===== src/rtl/maj_net_tt_engine_pkg.sv =====
// Shared types for the majority-network truth-table engine.
// Operand descriptor, FSM state codes and operand-width helper.
package maj_net_pkg;

    localparam int SEL_MAX_W  = 8;
    localparam int SEL_CONST0 = 0;

    typedef struct packed {
        logic                 inv;
        logic [SEL_MAX_W-1:0] sel;
    } operand_t;

    typedef logic [1:0] state_t;

    localparam state_t ST_IDLE = 2'd0;
    localparam state_t ST_EVAL = 2'd1;
    localparam state_t ST_EMIT = 2'd2;
    localparam state_t ST_DONE = 2'd3;

    function automatic int sel_width(int n_in, int n_gate);
        return $clog2(1 + n_in + n_gate);
    endfunction

endpackage


===== src/rtl/maj_net_tt_engine_if.sv =====
// Truth-table bit stream: one bit per input pattern.
// The engine is master; the consumer drives ready.
interface maj_net_tt_engine_if #(
    parameter int N_IN = 7
) ();
    logic            valid;
    logic            ready;
    logic [N_IN-1:0] idx;
    logic            data;

    modport master (output valid, idx, data, input ready);
    modport slave  (input valid, idx, data, output ready);
endinterface


===== src/rtl/maj_net_operand_mux.sv =====
// Resolves one {inv, sel} operand to a bit value.
// Forward or self gate references and out-of-range selects read as 0.
module maj_net_operand_mux
    import maj_net_pkg::*;
#(
    parameter int N_IN   = 7,
    parameter int N_GATE = 8,
    parameter int GW     = 3
) (
    input  operand_t          op,
    input  logic [N_IN-1:0]   pat,
    input  logic [N_GATE-1:0] gv,
    input  logic [GW-1:0]     gidx,
    output logic              val,
    output logic              illegal
);

    logic raw;
    int   s;

    // Select constant, primary input or an earlier gate's value
    always_comb begin
        raw     = 1'b0;
        illegal = 1'b0;
        s       = int'(op.sel);
        if (s == SEL_CONST0) begin
            raw = 1'b0;
        end else if (s <= N_IN) begin
            for (int i = 0; i < N_IN; i++) begin
                if (s == i + 1) raw = pat[i];
            end
        end else if (s <= N_IN + N_GATE) begin
            illegal = 1'b1;
            for (int j = 0; j < N_GATE; j++) begin
                if (s == N_IN + 1 + j && j < int'(gidx)) begin
                    raw     = gv[j];
                    illegal = 1'b0;
                end
            end
        end else begin
            illegal = 1'b1;
        end
        val = raw ^ op.inv;
    end

endmodule


===== src/rtl/maj_net_tt_engine.sv =====
// Majority-gate netlist evaluator: sweeps all input patterns,
// evaluates one gate per cycle and streams the truth table.
module maj_net_tt_engine
    import maj_net_pkg::*;
#(
    parameter  int N_IN   = 7,
    parameter  int N_GATE = 8,
    parameter  int SEL_W  = sel_width(N_IN, N_GATE),
    localparam int AW     = (N_GATE > 1) ? $clog2(N_GATE) : 1,
    localparam int OW     = SEL_W + 1
) (
    input  logic                clk,
    input  logic                rst,
    input  logic                cfg_we,
    input  logic [AW-1:0]       cfg_addr,
    input  logic [3*OW-1:0]     cfg_data,
    input  logic                cfg_out_inv,
    input  logic                start,
    output logic                busy,
    output logic                done,
    output logic [N_IN:0]       tt_ones,
    output logic                err,
    maj_net_tt_engine_if.master tt
);

    state_t            state;
    logic [3*OW-1:0]   desc [N_GATE];
    logic [N_GATE-1:0] gv;
    logic [AW-1:0]     g;
    logic [N_IN-1:0]   pat;
    logic              out_inv;

    logic [3*OW-1:0]   cur;
    operand_t          ops [3];
    logic [2:0]        v;
    logic [2:0]        ill;
    logic              maj;
    logic              bit_out;

    assign cur = desc[g];

    // Split the current gate's descriptor into its three operands
    always_comb begin
        for (int k = 0; k < 3; k++) begin
            ops[k].inv = cur[k*OW + SEL_W];
            ops[k].sel = SEL_MAX_W'(cur[k*OW +: SEL_W]);
        end
    end

    for (genvar k = 0; k < 3; k++) begin : g_mux
        maj_net_operand_mux #(
            .N_IN   (N_IN),
            .N_GATE (N_GATE),
            .GW     (AW)
        ) u_mux (
            .op      (ops[k]),
            .pat     (pat),
            .gv      (gv),
            .gidx    (g),
            .val     (v[k]),
            .illegal (ill[k])
        );
    end

    assign maj     = (v[0] & v[1]) | (v[0] & v[2]) | (v[1] & v[2]);
    assign bit_out = (state == ST_EMIT) & (gv[N_GATE-1] ^ out_inv);

    assign busy     = (state == ST_EVAL) || (state == ST_EMIT);
    assign done     = (state == ST_DONE);
    assign tt.valid = (state == ST_EMIT);
    assign tt.idx   = pat;
    assign tt.data  = bit_out;

    // Sweep FSM, netlist storage and result accumulation
    always_ff @(posedge clk or posedge rst) begin
        if (rst) begin
            state   <= ST_IDLE;
            for (int i = 0; i < N_GATE; i++) desc[i] <= '0;
            gv      <= '0;
            g       <= '0;
            pat     <= '0;
            tt_ones <= '0;
            err     <= 1'b0;
            out_inv <= 1'b0;
        end else begin
            case (state)
                ST_IDLE: begin
                    if (cfg_we && int'(cfg_addr) < N_GATE)
                        desc[cfg_addr] <= cfg_data;
                    if (start) begin
                        pat     <= '0;
                        g       <= '0;
                        tt_ones <= '0;
                        err     <= 1'b0;
                        out_inv <= cfg_out_inv;
                        state   <= ST_EVAL;
                    end
                end
                ST_EVAL: begin
                    gv[g] <= maj;
                    if (|ill) err <= 1'b1;
                    if (int'(g) == N_GATE - 1) state <= ST_EMIT;
                    else g <= g + 1'b1;
                end
                ST_EMIT: begin
                    if (tt.ready) begin
                        tt_ones <= tt_ones + {{N_IN{1'b0}}, bit_out};
                        if (&pat) begin
                            state <= ST_DONE;
                        end else begin
                            pat   <= pat + 1'b1;
                            g     <= '0;
                            state <= ST_EVAL;
                        end
                    end
                end
                default: state <= ST_IDLE;
            endcase
        end
    end

endmodule

===== src/flat_wrapper.sv =====
// flat-port wrapper written by rule: the top's interface ports become plain ports
module maj_net_tt_engine_flat import maj_net_pkg::*;
#(
    parameter  int N_IN   = 7,
    parameter  int N_GATE = 8,
    parameter  int SEL_W  = sel_width(N_IN, N_GATE),
    localparam int AW     = (N_GATE > 1) ? $clog2(N_GATE) : 1,
    localparam int OW     = SEL_W + 1
)
  (clk, rst, cfg_we, cfg_addr, cfg_data, cfg_out_inv, start, busy, done, tt_ones, err, tt_valid, tt_idx, tt_data, tt_ready);
  maj_net_tt_engine_if #(.N_IN(N_IN)) tt_i ();
  input  logic clk;
  input  logic rst;
  input  logic cfg_we;
  input  logic [AW-1:0] cfg_addr;
  input  logic [3*OW-1:0] cfg_data;
  input  logic cfg_out_inv;
  input  logic start;
  output logic busy;
  output logic done;
  output logic [N_IN:0] tt_ones;
  output logic err;
  output wire logic [$bits(tt_i.valid)-1:0] tt_valid;
  output wire logic [$bits(tt_i.idx)-1:0] tt_idx;
  output wire logic [$bits(tt_i.data)-1:0] tt_data;
  input wire logic [$bits(tt_i.ready)-1:0] tt_ready;
  assign tt_valid = tt_i.valid;
  assign tt_idx = tt_i.idx;
  assign tt_data = tt_i.data;
  assign tt_i.ready = tt_ready;
  maj_net_tt_engine #(.N_IN(N_IN), .N_GATE(N_GATE), .SEL_W(SEL_W)) u_core (.clk(clk), .rst(rst), .cfg_we(cfg_we), .cfg_addr(cfg_addr), .cfg_data(cfg_data), .cfg_out_inv(cfg_out_inv), .start(start), .busy(busy), .done(done), .tt_ones(tt_ones), .err(err), .tt(tt_i));
endmodule

===== config.mk =====
export PLATFORM = sky130hd
export DESIGN_NAME = maj_net_tt_engine_flat
export DESIGN_NICKNAME = d
export VERILOG_FILES = /design/src/rtl/maj_net_tt_engine_pkg.sv /design/src/rtl/maj_net_tt_engine_if.sv /design/src/rtl/maj_net_operand_mux.sv /design/src/rtl/maj_net_tt_engine.sv /design/src/flat_wrapper.sv
export SDC_FILE = /design/constraint.sdc
export NUM_CORES = 1
export LEC_CHECK = 0
export ABC_AREA = 1
export CAP_MARGIN = 15
export CORE_MARGIN = 3
export CORE_UTILIZATION = 45
export CTS_CLUSTER_DIAMETER = 40
export CTS_CLUSTER_SIZE = 20
export DETAILED_ROUTE_END_ITERATION = 12
export HOLD_SLACK_MARGIN = 0.15
export PLACE_DENSITY = 0.67
export SLEW_MARGIN = 40
export SYNTH_ARGS = -nofsm -noshare
export SYNTH_HDL_FRONTEND = slang
export SYNTH_SLANG_ARGS = --single-unit

===== constraint.sdc =====
create_clock -name clk -period 10.4 [get_ports clk]
set_clock_uncertainty 0.15 [all_clocks]
set_input_delay 2.08 -clock clk [delete_from_list [all_inputs] [get_ports clk]]
set_output_delay 2.08 -clock clk [all_outputs]
set_load 0.02 [all_outputs]

; ---- Word level (Yosys, flattened, before mapping)
; Index checks and enable logic that the tools add are counted.
[op_classes]
add_sub_neg = 3
n_lt_le_gt_ge = 18
eq_ne = 52
mux = 110
n_bitwise = 12
reduce_logical = 40
[op_table]
columns = operator, count
row1 = $bwmux 120, 1
row2 = $eq 4x4->1 const B, 24
row3 = $mux 1, 84
row4 = $eq 4x3->1 const B, 12
row5 = $bmux 15 s3, 1
row6 = $demux 15 s3, 1
row7 = $mux 15, 3
row8 = $eq 4x2->1 const B, 6
row9 = $logic_not 8->1, 3
row10 = $logic_and 1x1->1, 23
row11 = $mux 7, 3
row12 = $mux 8, 2
row13 = $pmux 8 s2, 1
row14 = $pmux 7 s2, 1
row15 = $le 4x3->1 const B, 3
row16 = $le 4x4->1 const B, 3
row17 = $mux 3, 4
row18 = $ne 2x2->1 const B, 5
row19 = $lt 3x3->1 const A, 3
row20 = $pmux 3 s3, 1
row21 = $reduce_and 3->1, 3
row22 = $add 8x1->8, 1
row23 = $bwmux 8, 1
row24 = $ge 4x4->1 const B, 2
row25 = 28 further kinds, 44
[word_totals]
reg_bits = 150
inputBits = 24
output_inout_bits = 20
elab_cells = 250

; ---- Longest topological paths before layout
; Gate-level depths: netlist (run 1).
[depth]
word_depth = 21
mapped_depth = 23
ltp_nobuf = 21

; ---- By module
; A second synthesis (run 1) with hierarchy kept.
[unflattened]
cells_unflattened = 1048
hier_area_um2 = 8235.4
[modules_own_cells]
columns = mod, instances, cells_each, area_each_um2, seq_area_each_um2
row1 = maj_net_tt_engine, 1, 811, 7109.3, 3753.6
row2 = maj_net_operand_mux, 3, 79, 375.4, 0.0

; ---- Worst setup path before layout (run 1)
; OpenSTA, ideal clock, no wires.
[synth_timing]
path_kind = flip-flop to output port
startpoint = register u_core.state[0]
endpoint = output port tt_data
arrival_ps = 1474
required_ps = 8170
slack_ps = 6696
path_stages_with_launch = 6
path_buffers = 1
path_cell_list = dfrtp_1 > inv_1 > ha_1 > clkbuf_1 > nand2_1 > nor2_1
[synth_between]
elab_chain_cells = 2
[synth_rtl]
columns = element, line
row1 = from (decl), maj_net_tt_engine.sv:26  ; state_t state;
row2 = $eq 2x2->1, -
row3 = named net tt_valid, flat_wrapper.sv:23  ; output wire logic [$bits(tt_i.valid)-1:0] tt_valid;
row4 = $and 1x1->1, maj_net_tt_engine.sv:66  ; assign bit_out = (state == ST_EMIT) & (gv[N_GATE-1] ^ out_inv);
row5 = to (decl), flat_wrapper.sv:25  ; output wire logic [$bits(tt_i.data)-1:0] tt_data;
; The timed path passes the listed nets, and every way through them passes these cells.

; ---- Worst setup path after layout (run 1)
[layout_timing]
startpoint = register u_core.state[0]
endpoint = output port tt_data
[layout_between]
elab_chain_cells = 2
[layout_rtl]
columns = element, line
row1 = $eq 2x2->1, maj_net_tt_engine.sv:66
row2 = $and 1x1->1, maj_net_tt_engine.sv:66
; No other way between the ends.

==> results of run 1 <==
synthesized netlist by cell type (all sizes together) (2+ instances only):
cell type / number
nor4: 2
inv: 178
o211ai: 2
or2: 2
o21ai: 156
a31oi: 2
buf: 18
nand2: 372
ha: 10
a21oi: 22
o31ai: 2
nor2: 53
nor3b: 6
nor3: 15
dfrtp: 150
nand4: 15
clkbuf: 27
nand3: 97
layer usage:
metal / share of wire / track usage / wire length, um / vias to the layer above
li1: - / - / - / 3606
met1: 0.48 / 0.290 / 9650 / 3266
met2: 0.45 / 0.327 / 8950 / 161
met3: 0.051 / 0.0464 / 1020 / 36
met4: 0.023 / 0.0677 / 452 / 0
met5: 0 / 0 / 0 / -
final timing paths:
check                                    end             from  cells after the start  slack [ns]
hold / removal               u_core.desc[87]  u_core.desc[87]                      2        0.33
setup / recovery                     tt_data  u_core.state[0]                      5        5.90
min in group asynchronous  u_core.tt_ones[5]              rst                      2        2.00
hold reg to reg              u_core.desc[87]  u_core.desc[87]                      2        0.33
setup reg to reg                u_core.gv[4]      u_core.g[0]                     20        6.59
max in group asynchronous        u_core.g[0]              rst                      3        6.98
logic make-up after synthesis:
logic type                 count (synthesis)
buffers and inverters                    224
muxes                                      1
and+or+nand+nor                          562
AOI/OAI and AO/OA                        186
DFF                                      150
adders and majority gates                 10
sequential cells by signal, summed over array words and instances (netlist names):
name	count
u_core.desc	120
u_core.err	1
u_core.g	3
u_core.gv	8
u_core.out_inv	1
u_core.state	2
u_core.tt.idx	7
u_core.tt_ones	8
power by group through the flow:
stage | clock network, mW | registers [mW] | logic, mW
CTS | 0.639 | 0.942 | 1.33
floorplan | 0 | 0.921 | 1.03
global route | 0.665 | 0.973 | 1.52
global placement | 0 | 0.949 | 1.29
finish | 0.631 | 0.944 | 1.32
detailed placement | 0 | 0.949 | 1.32
cell type report:
type	instances	area (sq um)
well taps	229	287
flip-flops and latches	150	3750
multi-input cells	759	3680
inverters	179	684
clock inverters	10	118
fillers	1759	8610
clock buffers	22	494
repair buffers	46	453
metrics by stage:
stage                util  cell area [sq um]  setup slack, ns
floorplan               -               8320             4.13
global placement    0.489               8840             6.12
detailed placement  0.490               8860             6.10
CTS                 0.524               9470             5.90
global route        0.524               9470             5.76
finish              0.524               9470             5.90
worst max-delay path, cell delays in order (launching register included):
cell	delay (ns)
dfrtp_1	0.40
inv_1	0.15
ha_1	0.42
nand2_1	0.09
nor2_1	0.15
clkdlybuf4s50_1	0.63
==> impl_metrics.prom, run 1 <==
# TYPE chip_impl_metric gauge
chip_impl_metric{name="drt_first_iter_violations",unit=""} 498
chip_impl_metric{name="post_route_cells_drive_above_1_share",unit=""} 0.0995
chip_impl_metric{name="max_slew_margin",unit=""} 0.453
chip_impl_metric{name="ys_types",unit=""} 39
chip_impl_metric{name="power_report.internal_total",unit="mW"} 1.63
chip_impl_metric{name="post_synth_inst_count",unit=""} 1133
chip_impl_metric{name="syn_nets",unit=""} 1167
chip_impl_metric{name="row_count",unit=""} 49
chip_impl_metric{name="hold_ws",unit="ns"} 0.328
chip_impl_info{name="synth-main-ff-cell",value="dfrtp_1"} 1
chip_impl_metric{name="clkSlewWorstSetupHoldPaths",unit="ns"} 0.06
chip_impl_metric{name="syn_avg_cell_area",unit="sq um"} 7.34
chip_impl_info{name="status",value="finished, final reports clean"} 1
chip_impl_info{name="timing.hold.worst.class",value="reg -> reg"} 1
chip_impl_metric{name="worstMarginPinSlew",unit="ns"} 0.820
chip_impl_metric{name="placed_cells",unit=""} 1363
chip_impl_info{name="layout_commonest_cell",value="nand2_1"} 1
chip_impl_metric{name="route.detailed.wl_per_inst",unit="um"} 14.4
chip_impl_metric{name="timing.fmax",unit="GHz"} 0.222
chip_impl_metric{name="final-max-slew-violation-count",unit=""} 0
chip_impl_metric{name="insertedDiodeCount",unit=""} 0
chip_impl_metric{name="cts.sinks",unit=""} 150
chip_impl_metric{name="dp_hpwl",unit="mm"} 13.0
chip_impl_metric{name="post_cts_buffers",unit=""} 0
chip_impl_metric{name="grt_antenna_before_repair",unit=""} 0
chip_impl_metric{name="combPwrFrac",unit=""} 0.457
chip_impl_metric{name="first_pass_iters",unit=""} 5
chip_impl_metric{name="wl",unit="mm"} 20.1
chip_impl_metric{name="drc",unit=""} 0
chip_impl_info{name="setup.worst_path.end_class",value="primary output"} 1
chip_impl_metric{name="sequential_to_total_area_share_from_yosys_stat",unit=""} 0.451
chip_impl_metric{name="setup-tns-final",unit="ns"} 0
chip_impl_metric{name="globalRouteTotalUtil",unit=""} 0.209
chip_impl_metric{name="die_y",unit="um"} 142
chip_impl_metric{name="grt_pass1_vias",unit=""} 6557
chip_impl_metric{name="power_switching_share",unit=""} 0.439
chip_impl_metric{name="p_leak",unit="nW"} 4.70
chip_impl_metric{name="layout_overhead_on_the_synthesized_area",unit="%"} 13.9
chip_impl_info{name="clock_tree_from_tritoncts",value="yes"} 1
chip_impl_metric{name="synthesis.area",unit="sq mm"} 0.00832
chip_impl_metric{name="final_cell_count_no_fill",unit=""} 1395
chip_impl_metric{name="initial_utilization",unit=""} 0.460
chip_impl_metric{name="final.period_utilization",unit=""} 0.433
chip_impl_metric{name="grt_max_degree",unit=""} 106
chip_impl_metric{name="detail-route-antenna-nets",unit=""} 0
chip_impl_metric{name="critPathMaxFanout",unit=""} 11
chip_impl_metric{name="power_frac_seq",unit=""} 0.326
chip_impl_metric{name="holdBufCountCts",unit=""} 0
chip_impl_metric{name="ir_drop",unit="mV"} 0.164
chip_impl_info{name="critical_path_class",value="reg -> out"} 1
chip_impl_metric{name="numPortBuffers",unit=""} 43
chip_impl_metric{name="number_of_enable_flip_flop_cells_after_synthesis",unit=""} 0
chip_impl_metric{name="setup_violations",unit=""} 0
chip_impl_metric{name="total_switching_power",unit="mW"} 1.27
chip_impl_info{name="biggest_area_consumer_among_synthesized_cells",value="dfrtp_1"} 1
chip_impl_metric{name="synth_fa_ha_area_frac",unit=""} 0.0150
chip_impl_metric{name="ctsLongestPathBuffers",unit=""} 2
chip_impl_metric{name="dieArea",unit="sq mm"} 0.0202
chip_impl_metric{name="grt-ovfl-total",unit=""} 0
chip_impl_metric{name="ys_async_sr_fraction",unit=""} 1.00
chip_impl_metric{name="timing.critical_path.required",unit="ns"} 8.17
chip_impl_metric{name="power.total",unit="mW"} 2.90
chip_impl_metric{name="grt_first_pass_wirelength",unit="mm"} 33.7
chip_impl_metric{name="chipWidth",unit="um"} 142
chip_impl_metric{name="finish.net_count",unit=""} 1187
chip_impl_metric{name="clockPowerShare",unit=""} 0.218
chip_impl_metric{name="post_synthesis_compound_gate_area_fraction",unit=""} 0.115
chip_impl_metric{name="io_pins",unit=""} 44
chip_impl_metric{name="detail_routed_via_count_per_cell",unit=""} 5.07
chip_impl_metric{name="flops_latches_synth",unit=""} 150
chip_impl_metric{name="routabilityCongestion",unit=""} 0.975
chip_impl_metric{name="final_period_minus_worst_setup_slack",unit="ns"} 4.50
chip_impl_metric{name="worstSkewPairLatency",unit="ns"} 0.43
chip_impl_info{name="synth_top_family_by_area",value="simple AND/OR/NAND/NOR gates"} 1
chip_impl_metric{name="worstPathArrival",unit="ns"} 2.27
chip_impl_metric{name="power.density_cell_area",unit="mW/mm^2"} 306
chip_impl_metric{name="yosysWarnings",unit=""} 0
chip_impl_metric{name="timing.final.hold_violations",unit=""} 0
chip_impl_info{name="most_frequent_cells_in_the_layout",value="341 x nand2_1, 162 x inv_1, 153 x o21ai_0"} 1
chip_impl_metric{name="post_cts_resize_count",unit=""} 0
chip_impl_metric{name="post_synth_xor_area_fraction",unit=""} 0
chip_impl_metric{name="core-area",unit="sq mm"} 0.0181
chip_impl_metric{name="cts_htree_levels",unit=""} 4
chip_impl_info{name="critPathLaunchType",value="register"} 1
chip_impl_info{name="rsz0062_at_grt",value="false"} 1
chip_impl_info{name="synth.top_cells.by_area",value="dfrtp_1 45%, nand2_1 16%, o21ai_0 9.2%"} 1
chip_impl_info{name="clk_root_buffer_cell",value="clkbuf_16"} 1
chip_impl_metric{name="cap_violations",unit=""} 0
chip_impl_metric{name="total_cts_buffers",unit=""} 17
chip_impl_metric{name="yosys_top_cell_area_share",unit=""} 0.451
chip_impl_metric{name="post_synth_and_or_nand_nor_area_fraction",unit=""} 0.309
chip_impl_metric{name="dr_total_vias",unit=""} 7069
chip_impl_metric{name="synth_mux_area_frac",unit=""} 0.00135
Note: power is estimated with default switching activity, not from simulation.
==> run 2: changes to the inputs <==
==> constraint.sdc (replaced) <==
create_clock -name clk -period 4.45 [get_ports clk]
set_clock_uncertainty 0.15 [all_clocks]
set_input_delay 0.89 -clock clk [delete_from_list [all_inputs] [get_ports clk]]
set_output_delay 0.89 -clock clk [all_outputs]
set_load 0.02 [all_outputs]
==> impl_metrics.prom, run 2 (same netlist as run 1, synthesis figures left out) <==
# TYPE chip_impl_metric gauge
chip_impl_metric{name="globalRouteTotalUtil",unit=""} 0.223
chip_impl_metric{name="initial_utilization",unit=""} 0.460
chip_impl_metric{name="drc",unit=""} 0
chip_impl_metric{name="setup_violations",unit=""} 0
chip_impl_metric{name="post_cts_buffers",unit=""} 0
chip_impl_metric{name="post_cts_resize_count",unit=""} 0
chip_impl_metric{name="routabilityCongestion",unit=""} 0.891
chip_impl_info{name="status",value="finished, final reports clean"} 1
chip_impl_metric{name="numPortBuffers",unit=""} 43
chip_impl_metric{name="total_cts_buffers",unit=""} 17
chip_impl_metric{name="setup-tns-final",unit="ns"} 0
chip_impl_info{name="crit_path_start",value="u_core.state[0]"} 1
chip_impl_metric{name="worstSkewPairLatency",unit="ns"} 0.43
chip_impl_metric{name="timing.fmax",unit="GHz"} 0.302
chip_impl_metric{name="timing.hold.worst_path_depth",unit=""} 2
chip_impl_metric{name="cts.sinks",unit=""} 150
chip_impl_metric{name="first_pass_iters",unit=""} 5
chip_impl_info{name="critPathLaunchType",value="register"} 1
chip_impl_metric{name="worstMarginPinSlew",unit="ns"} 0.796
chip_impl_metric{name="pre_cts_ws",unit="ns"} 1.26
chip_impl_metric{name="chipWidth",unit="um"} 142
chip_impl_metric{name="io_pins",unit=""} 44
chip_impl_metric{name="grt_first_pass_wirelength",unit="mm"} 35.6
chip_impl_metric{name="finish.net_count",unit=""} 1192
chip_impl_metric{name="dieArea",unit="sq mm"} 0.0202
chip_impl_metric{name="final_critical_path_setup_slack",unit="ns"} 1.14
chip_impl_metric{name="clkSlewWorstSetupHoldPaths",unit="ns"} 0.07
chip_impl_metric{name="power_frac_seq",unit=""} 0.330
chip_impl_metric{name="largest_register_ff_count",unit=""} 120
chip_impl_metric{name="route.detailed.wl_per_inst",unit="um"} 15.0
chip_impl_metric{name="final_cell_count_no_fill",unit=""} 1399
chip_impl_metric{name="worstPathArrival",unit="ns"} 2.27
chip_impl_info{name="largest-register",value="u_core.desc"} 1
chip_impl_metric{name="die_y",unit="um"} 142
chip_impl_metric{name="ir_drop",unit="mV"} 0.390
chip_impl_metric{name="reg2reg_setup_slack",unit="ns"} 1.22
chip_impl_metric{name="detail_routed_via_count_per_cell",unit=""} 5.17
chip_impl_info{name="rsz0062_at_grt",value="false"} 1
chip_impl_metric{name="grt-ovfl-total",unit=""} 0
chip_impl_metric{name="placed_cells",unit=""} 1368
chip_impl_metric{name="grt_max_degree",unit=""} 71
chip_impl_metric{name="cap_violations",unit=""} 0
chip_impl_metric{name="combPwrFrac",unit=""} 0.458
chip_impl_info{name="critical_path_class",value="reg -> out"} 1
chip_impl_info{name="setup.worst_path.end_class",value="primary output"} 1
chip_impl_metric{name="dr_total_vias",unit=""} 7228
chip_impl_metric{name="final-max-slew-violation-count",unit=""} 0
chip_impl_info{name="clk_root_buffer_cell",value="clkbuf_16"} 1
chip_impl_metric{name="dp_hpwl",unit="mm"} 13.8
chip_impl_metric{name="fill_cells",unit=""} 1779
chip_impl_metric{name="final.period_utilization",unit=""} 0.744
chip_impl_metric{name="post_route_cells_drive_above_1_share",unit=""} 0.101
chip_impl_metric{name="drt_first_iter_violations",unit=""} 536
chip_impl_metric{name="layout_overhead_on_the_synthesized_area",unit="%"} 14.3
chip_impl_metric{name="power.density_cell_area",unit="mW/mm^2"} 708
chip_impl_metric{name="total_switching_power",unit="mW"} 2.98
chip_impl_metric{name="clockPowerShare",unit=""} 0.212
chip_impl_info{name="most_frequent_cells_in_the_layout",value="341 x nand2_1, 162 x inv_1, 153 x o21ai_0"} 1
chip_impl_info{name="r2r-start",value="u_core.g[1]"} 1
chip_impl_info{name="timing.hold.worst_endpoint",value="u_core.desc[13]"} 1
chip_impl_metric{name="timing.final.hold_violations",unit=""} 0
chip_impl_metric{name="max_slew_margin",unit=""} 0.467
chip_impl_metric{name="p_leak",unit="nW"} 4.71
chip_impl_info{name="timing.hold.worst.class",value="reg -> reg"} 1
chip_impl_metric{name="grt_pass1_vias",unit=""} 6914
chip_impl_metric{name="detail-route-antenna-nets",unit=""} 0
chip_impl_metric{name="core-area",unit="sq mm"} 0.0181
chip_impl_metric{name="power_switching_share",unit=""} 0.443
chip_impl_info{name="clock_tree_from_tritoncts",value="yes"} 1
chip_impl_metric{name="wl",unit="mm"} 21.0
chip_impl_metric{name="row_count",unit=""} 49
chip_impl_info{name="worst_hold_startpoint",value="u_core.desc[13]"} 1
chip_impl_metric{name="final_period_minus_worst_setup_slack",unit="ns"} 3.31
chip_impl_metric{name="power_report.internal_total",unit="mW"} 3.75
chip_impl_info{name="layout_commonest_cell",value="nand2_1"} 1
chip_impl_metric{name="ff2ff_path_depth",unit=""} 17
chip_impl_metric{name="cts_htree_levels",unit=""} 4
chip_impl_metric{name="timing.critical_path.required",unit="ns"} 3.41
chip_impl_info{name="top_regs",value="u_core.desc (120), u_core.gv (8), u_core.tt_ones (8)"} 1
chip_impl_metric{name="holdBufCountCts",unit=""} 0
chip_impl_metric{name="critPathMaxFanout",unit=""} 11
chip_impl_info{name="regToRegEndpoint",value="u_core.gv[2]"} 1
chip_impl_metric{name="insertedDiodeCount",unit=""} 0
chip_impl_metric{name="grt_antenna_before_repair",unit=""} 0
chip_impl_metric{name="ctsLongestPathBuffers",unit=""} 2
## run 2: worst max path at each step
| stage | end | slack (ns) | cells after the start |
|---|---|---|---|
| 3_3_place_gp | u_core.gv[0] | 1.33 | 21 |
| 6_report | tt_data | 1.14 | 5 |
| 4_1_cts | tt_data | 1.13 | 5 |
| 5_1_grt | u_core.gv[5] | 0.91 | 20 |
| 3_5_place_dp | u_core.gv[5] | 1.26 | 17 |
| 2_1_floorplan | u_core.desc[0] | 1.52 | 1 |
## run 2: per-stage QoR
step                utilization  hold WS (ns)  instance area, sq um  power (mW)
CTS                       0.526         0.337                  9510        6.75
floorplan                     -         0.303                  8320        4.55
detailed placement        0.494         0.323                  8940        5.32
finish                    0.526         0.333                  9510        6.73
global placement          0.492         0.315                  8890        5.24
global route              0.526         0.350                  9510        7.35
## run 2: power by group through the flow
stage | clock network [mW] | logic [mW] | registers (mW)
floorplan | 0 | 2.40 | 2.15
global placement | 0 | 3.02 | 2.22
detailed placement | 0 | 3.09 | 2.23
CTS | 1.45 | 3.09 | 2.21
global route | 1.51 | 3.55 | 2.29
finish | 1.42 | 3.09 | 2.22
## run 2: cell type report
type | count | area [sq um] | share of cell area
Clock buffer | 20 | 447 | 0.0470
Clock inverter | 11 | 126 | 0.0133
Inverter | 179 | 681 | 0.0716
Multi-Input combinational cell | 759 | 3680 | 0.387
Sequential cell | 150 | 3750 | 0.395
Tap cell | 229 | 287 | 0.0301
Timing Repair Buffer | 51 | 536 | 0.0563
## run 2: worst max-delay path: stages, from the launching register on
cell and delay [ns]:
dfrtp_1 0.41, inv_1 0.14, ha_1 0.40, nand2_1 0.09, nor2_1 0.16, clkdlybuf4s50_1 0.63
## run 2: layer usage
| metal | vias to the layer above | GRT usage | part of all wire |
|---|---|---|---|
| li1 | 3618 | - | - |
| met1 | 3386 | 0.306 | 0.46 |
| met2 | 184 | 0.361 | 0.46 |
| met3 | 40 | 0.0454 | 0.053 |
| met4 | 0 | 0.0682 | 0.021 |
| met5 | - | 0 | 0 |
==> run 3: changes to the inputs <==
==> constraint.sdc (replaced) <==
create_clock -name clk -period 3.45 [get_ports clk]
set_clock_uncertainty 0.15 [all_clocks]
set_input_delay 0.69 -clock clk [delete_from_list [all_inputs] [get_ports clk]]
set_output_delay 0.69 -clock clk [all_outputs]
set_load 0.02 [all_outputs]
==> impl_metrics.prom, run 3 (same netlist as run 1, synthesis figures left out) <==
# TYPE chip_impl_metric gauge
chip_impl_metric{name="post_route_cells_drive_above_1_share",unit=""} 0.100
chip_impl_metric{name="routabilityCongestion",unit=""} 0.898
chip_impl_info{name="most_frequent_cells_in_the_layout",value="349 x nand2_1, 162 x inv_1, 153 x o21ai_0"} 1
chip_impl_info{name="rsz0062_at_grt",value="false"} 1
chip_impl_metric{name="cts.sinks",unit=""} 150
chip_impl_metric{name="grt-ovfl-total",unit=""} 0
chip_impl_metric{name="setup_violations",unit=""} 0
chip_impl_metric{name="dr_total_vias",unit=""} 7292
chip_impl_info{name="worst_path_dominant_cell_family",value="buffers and inverters"} 1
chip_impl_metric{name="placed_cells",unit=""} 1376
chip_impl_info{name="clk_root_buffer_cell",value="clkbuf_16"} 1
chip_impl_metric{name="fill_cells",unit=""} 1711
chip_impl_metric{name="final_cell_count_no_fill",unit=""} 1408
chip_impl_info{name="critical_path_class",value="reg -> out"} 1
chip_impl_metric{name="power.density_cell_area",unit="mW/mm^2"} 909
chip_impl_metric{name="total_cts_buffers",unit=""} 17
chip_impl_metric{name="dieArea",unit="sq mm"} 0.0202
chip_impl_metric{name="ir_drop",unit="mV"} 0.393
chip_impl_metric{name="timing.critical_path.buf_inv",unit=""} 2
chip_impl_metric{name="grt_first_pass_wirelength",unit="mm"} 35.1
chip_impl_metric{name="clkSlewWorstSetupHoldPaths",unit="ns"} 0.06
chip_impl_metric{name="slowest_delay",unit="ns"} 0.63
chip_impl_info{name="setup.worst_path.end_class",value="primary output"} 1
chip_impl_metric{name="timing.final.hold_violations",unit=""} 0
chip_impl_metric{name="cap_violations",unit=""} 0
chip_impl_metric{name="detail-route-antenna-nets",unit=""} 0
chip_impl_metric{name="drt_first_iter_violations",unit=""} 537
chip_impl_metric{name="core-area",unit="sq mm"} 0.0181
chip_impl_info{name="timing.critical_path.cells",value="inv_1, ha_1, nand2_1, nor2_1, clkdlybuf4s50_1"} 1
chip_impl_metric{name="globalRouteTotalUtil",unit=""} 0.219
chip_impl_metric{name="timing.critical_path.required",unit="ns"} 2.61
chip_impl_metric{name="layout_overhead_on_the_synthesized_area",unit="%"} 15.3
chip_impl_metric{name="final-max-slew-violation-count",unit=""} 0
chip_impl_info{name="critPathLaunchType",value="register"} 1
chip_impl_metric{name="initial_utilization",unit=""} 0.460
chip_impl_metric{name="die_y",unit="um"} 142
chip_impl_metric{name="chipWidth",unit="um"} 142
chip_impl_metric{name="largest_register_ff_count",unit=""} 120
chip_impl_metric{name="final.period_utilization",unit=""} 0.897
chip_impl_metric{name="final_period_minus_worst_setup_slack",unit="ns"} 3.10
chip_impl_info{name="layout_commonest_cell",value="nand2_1"} 1
chip_impl_metric{name="finish.net_count",unit=""} 1200
chip_impl_info{name="clock_tree_from_tritoncts",value="yes"} 1
chip_impl_info{name="status",value="finished, final reports clean"} 1
chip_impl_metric{name="power.total",unit="mW"} 8.72
chip_impl_metric{name="drc",unit=""} 0
chip_impl_metric{name="worstMarginPinSlew",unit="ns"} 0.795
chip_impl_metric{name="grt_antenna_before_repair",unit=""} 0
chip_impl_metric{name="detail_routed_via_count_per_cell",unit=""} 5.18
chip_impl_metric{name="cts_htree_levels",unit=""} 4
chip_impl_metric{name="ctsLongestPathBuffers",unit=""} 2
chip_impl_metric{name="holdBufCountCts",unit=""} 0
chip_impl_metric{name="wl",unit="mm"} 20.8
chip_impl_metric{name="worstSkewPairLatency",unit="ns"} 0.43
chip_impl_metric{name="dp_hpwl",unit="mm"} 13.6
chip_impl_metric{name="critPathMaxFanout",unit=""} 11
chip_impl_metric{name="grt_pass1_vias",unit=""} 6876
chip_impl_info{name="largest-register",value="u_core.desc"} 1
chip_impl_metric{name="grt_max_degree",unit=""} 71
chip_impl_metric{name="io_pins",unit=""} 44
chip_impl_metric{name="first_pass_iters",unit=""} 5
chip_impl_metric{name="worstPathArrival",unit="ns"} 2.26
chip_impl_info{name="top_regs",value="u_core.desc (120), u_core.gv (8), u_core.tt_ones (8)"} 1
chip_impl_metric{name="route.detailed.wl_per_inst",unit="um"} 14.8
chip_impl_metric{name="timing.fmax",unit="GHz"} 0.323
chip_impl_metric{name="post_cts_buffers",unit=""} 0
chip_impl_metric{name="p_leak",unit="nW"} 4.76
chip_impl_metric{name="row_count",unit=""} 49
chip_impl_info{name="timing.hold.worst.class",value="reg -> reg"} 1
chip_impl_metric{name="insertedDiodeCount",unit=""} 0
chip_impl_metric{name="numPortBuffers",unit=""} 43
chip_impl_metric{name="max_slew_margin",unit=""} 0.468
chip_impl_metric{name="post_cts_resize_count",unit=""} 0
chip_impl_info{name="cpMaxStageDelayCell",value="clkdlybuf4s50_1"} 1
chip_impl_metric{name="setup-tns-final",unit="ns"} 0
## run 3: final timing paths
| kind | endpoint | slack (ns) | startpoint | depth (start not counted) |
|---|---|---|---|---|
| max | tt_data | 0.35 | u_core.state[0] | 5 |
| min reg2reg | u_core.desc[41] | 0.33 | u_core.desc[41] | 2 |
| min | u_core.desc[41] | 0.33 | u_core.desc[41] | 2 |
| max reg2reg | u_core.gv[1] | 0.41 | u_core.g[1] | 21 |
| min in group asynchronous | u_core.desc[113] | 0.55 | rst | 2 |
| max in group asynchronous | u_core.desc[80] | 1.95 | rst | 3 |
## run 3: worst reg2reg max path: cells and delay by family (launching register included)
family | cells | cell delay, ns
and+or+nand+nor | 19 | 1.93
buffers and inverters | 2 | 0.20
DFF | 1 | 0.65
## run 3: layout make-up
| cell class | count | area, sq um | share of cell area |
|---|---|---|---|
| clock inverters | 12 | 155 | 0.0162 |
| clock buffers | 20 | 437 | 0.0455 |
| flip-flops and latches | 150 | 3750 | 0.392 |
| multi-input cells | 759 | 3660 | 0.382 |
| well taps | 229 | 287 | 0.0299 |
| repair buffers | 59 | 613 | 0.0639 |
| inverters | 179 | 681 | 0.0710 |
## run 3: where the power goes
| part | switching [mW] | internal [mW] | leakage [nW] |
|---|---|---|---|
| Clock | 0.758 | 1.14 | 0.284 |
| Sequential | 0.430 | 2.44 | 1.93 |
| Combinational | 2.60 | 1.35 | 2.55 |
## run 3: metrics by stage
step	hold slack (ns)	util	worst slack, ns	area [sq um]
floorplan	0.303	-	0.646	8320
global placement	0.316	0.497	0.471	9000
detailed placement	0.322	0.497	0.427	9000
CTS	0.337	0.530	0.340	9590
global route	0.357	0.530	0.0553	9590
finish	0.332	0.530	0.355	9590
## run 3: metal layers
metal,share of wire,GRT usage,vias up
li1,-,-,3634
met1,0.49,0.315,3435
met2,0.44,0.339,193
met3,0.052,0.0360,30
met4,0.019,0.0687,0
met5,0,0,-
==> patch: new RTL, settings of run 1 <==
`N_GATE` is set to 8 in 3 places; all go to 16.
--- a/src/rtl/maj_net_operand_mux.sv
+++ b/src/rtl/maj_net_operand_mux.sv
@@ -4,7 +4,7 @@
     import maj_net_pkg::*;
 #(
     parameter int N_IN   = 7,
-    parameter int N_GATE = 8,
+    parameter int N_GATE = 16,
     parameter int GW     = 3
 ) (
     input  operand_t          op,
--- a/src/rtl/maj_net_tt_engine.sv
+++ b/src/rtl/maj_net_tt_engine.sv
@@ -4,7 +4,7 @@
     import maj_net_pkg::*;
 #(
     parameter  int N_IN   = 7,
-    parameter  int N_GATE = 8,
+    parameter  int N_GATE = 16,
     parameter  int SEL_W  = sel_width(N_IN, N_GATE),
     localparam int AW     = (N_GATE > 1) ? $clog2(N_GATE) : 1,
     localparam int OW     = SEL_W + 1
--- a/src/flat_wrapper.sv
+++ b/src/flat_wrapper.sv
@@ -2,7 +2,7 @@
 module maj_net_tt_engine_flat import maj_net_pkg::*;
 #(
     parameter  int N_IN   = 7,
-    parameter  int N_GATE = 8,
+    parameter  int N_GATE = 16,
     parameter  int SEL_W  = sel_width(N_IN, N_GATE),
     localparam int AW     = (N_GATE > 1) ? $clog2(N_GATE) : 1,
     localparam int OW     = SEL_W + 1
Interface: changed (resized cfg_addr and cfg_data); port bits go from 44 to 48. No check against the original RTL was run, so the function may have changed too.
==> patch against run 1 <==
Die area rose by 99%; largest cell class unchanged; synthesized cell count rose by 100%; final area rose by 100%; critical endpoint unchanged; critical path depth did not move; routed wire length rose to 2.6 times the old value; count of clock-buffer cells in the layout rose by 27; utilization fell by 0.26 points; sequential power rose by 130%; fmax fell by 4.6%; critical path type unchanged; area after synthesis rose by 100%; setup slack got worse by 0.22 ns; sequential cell count rose by 177; total power rose by 110%.
==> patch: results (changes against run 1) <==
stage,metric,value,unit,change
routing,drtIter0Drc,1725,,+250%
grt,grtUsageTotal,0.259,,+0.0506
placed_design,io_buffer_count,47,,+9.3%
die,initial_utilization,0.461,,+0.000828
synth,async_reset_ff_frac,1.00,,unchanged
synth,synth-seq-area-share,0.482,,+0.0304
cts,clock_latency,0.56,ns,+0.13 ns
grt,grt_start_max_net_pins,105,,-0.94%
finish,layout-drive-gt1-share,0.0817,,-0.0178
critical_path,timing.critical_path.fanout_max,11,,unchanged
synth,count_of_synthesis_stage_warnings_from_yosys,0,,unchanged
cts,cts_resized,0,,unchanged
grt,via_count_of_the_first_global_routing_pass,14300,,+120%
placed_design,place_hpwl,31.9,mm,+140%
sta,fin_tns_setup,0,ns,unchanged
routing,detail_route.vias_per_cell,5.43,,+7.2%
grt,grt_pass1_wl,82.9,mm,+150%
synth,netlist_top_cells_count,"sky130_fd_sc_hd__nand2_1 (711), sky130_fd_sc_hd__o21ai_0 (346), sky130_fd_sc_hd__dfrtp_1 (327)",,
status,outcome,completed,,
routing,detailedRoute.firstPassIterationCount,5,,unchanged
placed_design,placedCellCount,2729,,+100%
routing,dr_wl_met3,3.83,mm,+280%
synth,synthesized_area_divided_by_synthesized_cell_count,7.47,sq um,+1.7%
routing,met2WireLength,23.4,mm,+160%
finish,reg_top3,"u_core.desc x288, u_core.gv x16, u_core.tt_ones x8",,
routing,detail_route.wirelength.met1,23.2,mm,+140%
placed_design,gp_congestion,0.991,,+1.6%
synth,ys_top_cells_by_area,"sky130_fd_sc_hd__dfrtp_1 (48%), sky130_fd_sc_hd__nand2_1 (16%), sky130_fd_sc_hd__o21ai_0 (10%), sky130_fd_sc_hd__nor2_1 (4.9%), sky130_fd_sc_hd__inv_1 (3.7%)",,
cts,htree_num_levels,2,,-2
synth,synth.lib_cells_used.distinct,46,,+18%
placed_design,preCtsSetupSlack,5.62,ns,-0.482 ns
routing,route.top_layer_used,met4,,
finish,num-nets-final,2308,,+94%
synth,dominantRegCellSynth,sky130_fd_sc_hd__dfrtp_1,,
min_path,min-delay-path-class,reg2reg,,
cts,cts-root-buf,sky130_fd_sc_hd__clkbuf_16,,
finish,number_of_inserted_diodes,0,,unchanged
sta,tightestPinTransition,0.882,ns,+0.0621 ns
pwr,power.static_leakage,0.00917,uW,+95%
pwr,vdd_ir_drop_max,0.150,mV,-8.6%
cts,cts.repair_timing.setup_buffer_count,0,,unchanged
routing,route.detailed.wl_per_inst,18.6,um,+29%
synth,synth_enable_flop_cells,0,,unchanged
cts,cts_made_buffers,41,,+24
grt,antenna_found_initial,0,,unchanged
cts,cts_buffer_depth,3,,+1
routing,route.final.wire_length,52.2,mm,+160%
finish,fill_cells,3507,,+99%
cts,cts_clk_pin_slew_worst_paths,0.07,ns,
-- patch: path summary, 6_finish.rpt --
check / from / end / slack, ns / cells after the start
setup / recovery: u_core.state[0] / tt_data / 5.68 / 5
hold / removal: u_core.desc[120] / u_core.desc[120] / 0.33 / 2
setup reg to reg: u_core.g[0] / u_core.gv[10] / 5.69 / 25
hold reg to reg: u_core.desc[120] / u_core.desc[120] / 0.33 / 2
max in group asynchronous: rst / u_core.desc[241] / 6.91 / 5
min in group asynchronous: rst / u_core.tt_ones[5] / 1.65 / 2
-- patch: critical path: stages (launching register included) --
cell and delay, ns:
sky130_fd_sc_hd__dfrtp_1 0.42, sky130_fd_sc_hd__inv_1 0.15, sky130_fd_sc_hd__ha_1 0.44, sky130_fd_sc_hd__nand2_1 0.12
sky130_fd_sc_hd__nor2_1 0.17, sky130_fd_sc_hd__clkdlybuf4s50_1 0.64
-- patch: per-layer routing --
layer | vias up | track usage
li1 | 7308 | -
met4 | 0 | 0.0861
met3 | 118 | 0.0432
met5 | - | 0
met2 | 559 | 0.408
met1 | 7247 | 0.368
-- patch: cell families (layout without fill, tap and decap cells) --
group	count (synthesis)	count (layout)	synth area share
multiplexers	1	1	0.000663
AO/OA/AOI/OAI	467	467	0.144
AND/OR/NAND/NOR	1152	1152	0.285
buffers and inverters	317	342	0.0799
flip-flops	327	327	0.482
adder cells (fa/ha/maj)	12	12	0.00884
-- patch: per-stage QoR --
step / power, uW / utilization / hold WS, ns / cell area, sq um
after floorplan: 4000 / - / 0.298 / 17000
after detailed placement: 4600 / 0.481 / 0.318 / 17800
after global routing: 6580 / 0.521 / 0.348 / 19200
after global placement: 4540 / 0.479 / 0.311 / 17700
after CTS: 6120 / 0.521 / 0.333 / 19200
final: 6110 / 0.521 / 0.332 / 19200
-- patch: layout make-up --
class	count	area, sq um	share of cell area
well taps	504	631	0.0328
inverters	190	722	0.0376
clock buffers	49	1140	0.0592
flip-flops and latches	327	8190	0.426
clock inverters	27	315	0.0164
repair buffers	76	761	0.0396
multi-input cells	1632	7460	0.388
-- patch: where the power goes --
part | internal, uW | switching, uW
sequential | 1830 | 345
combinational | 798 | 1650
clock | 886 | 608
total | 3510 | 2600
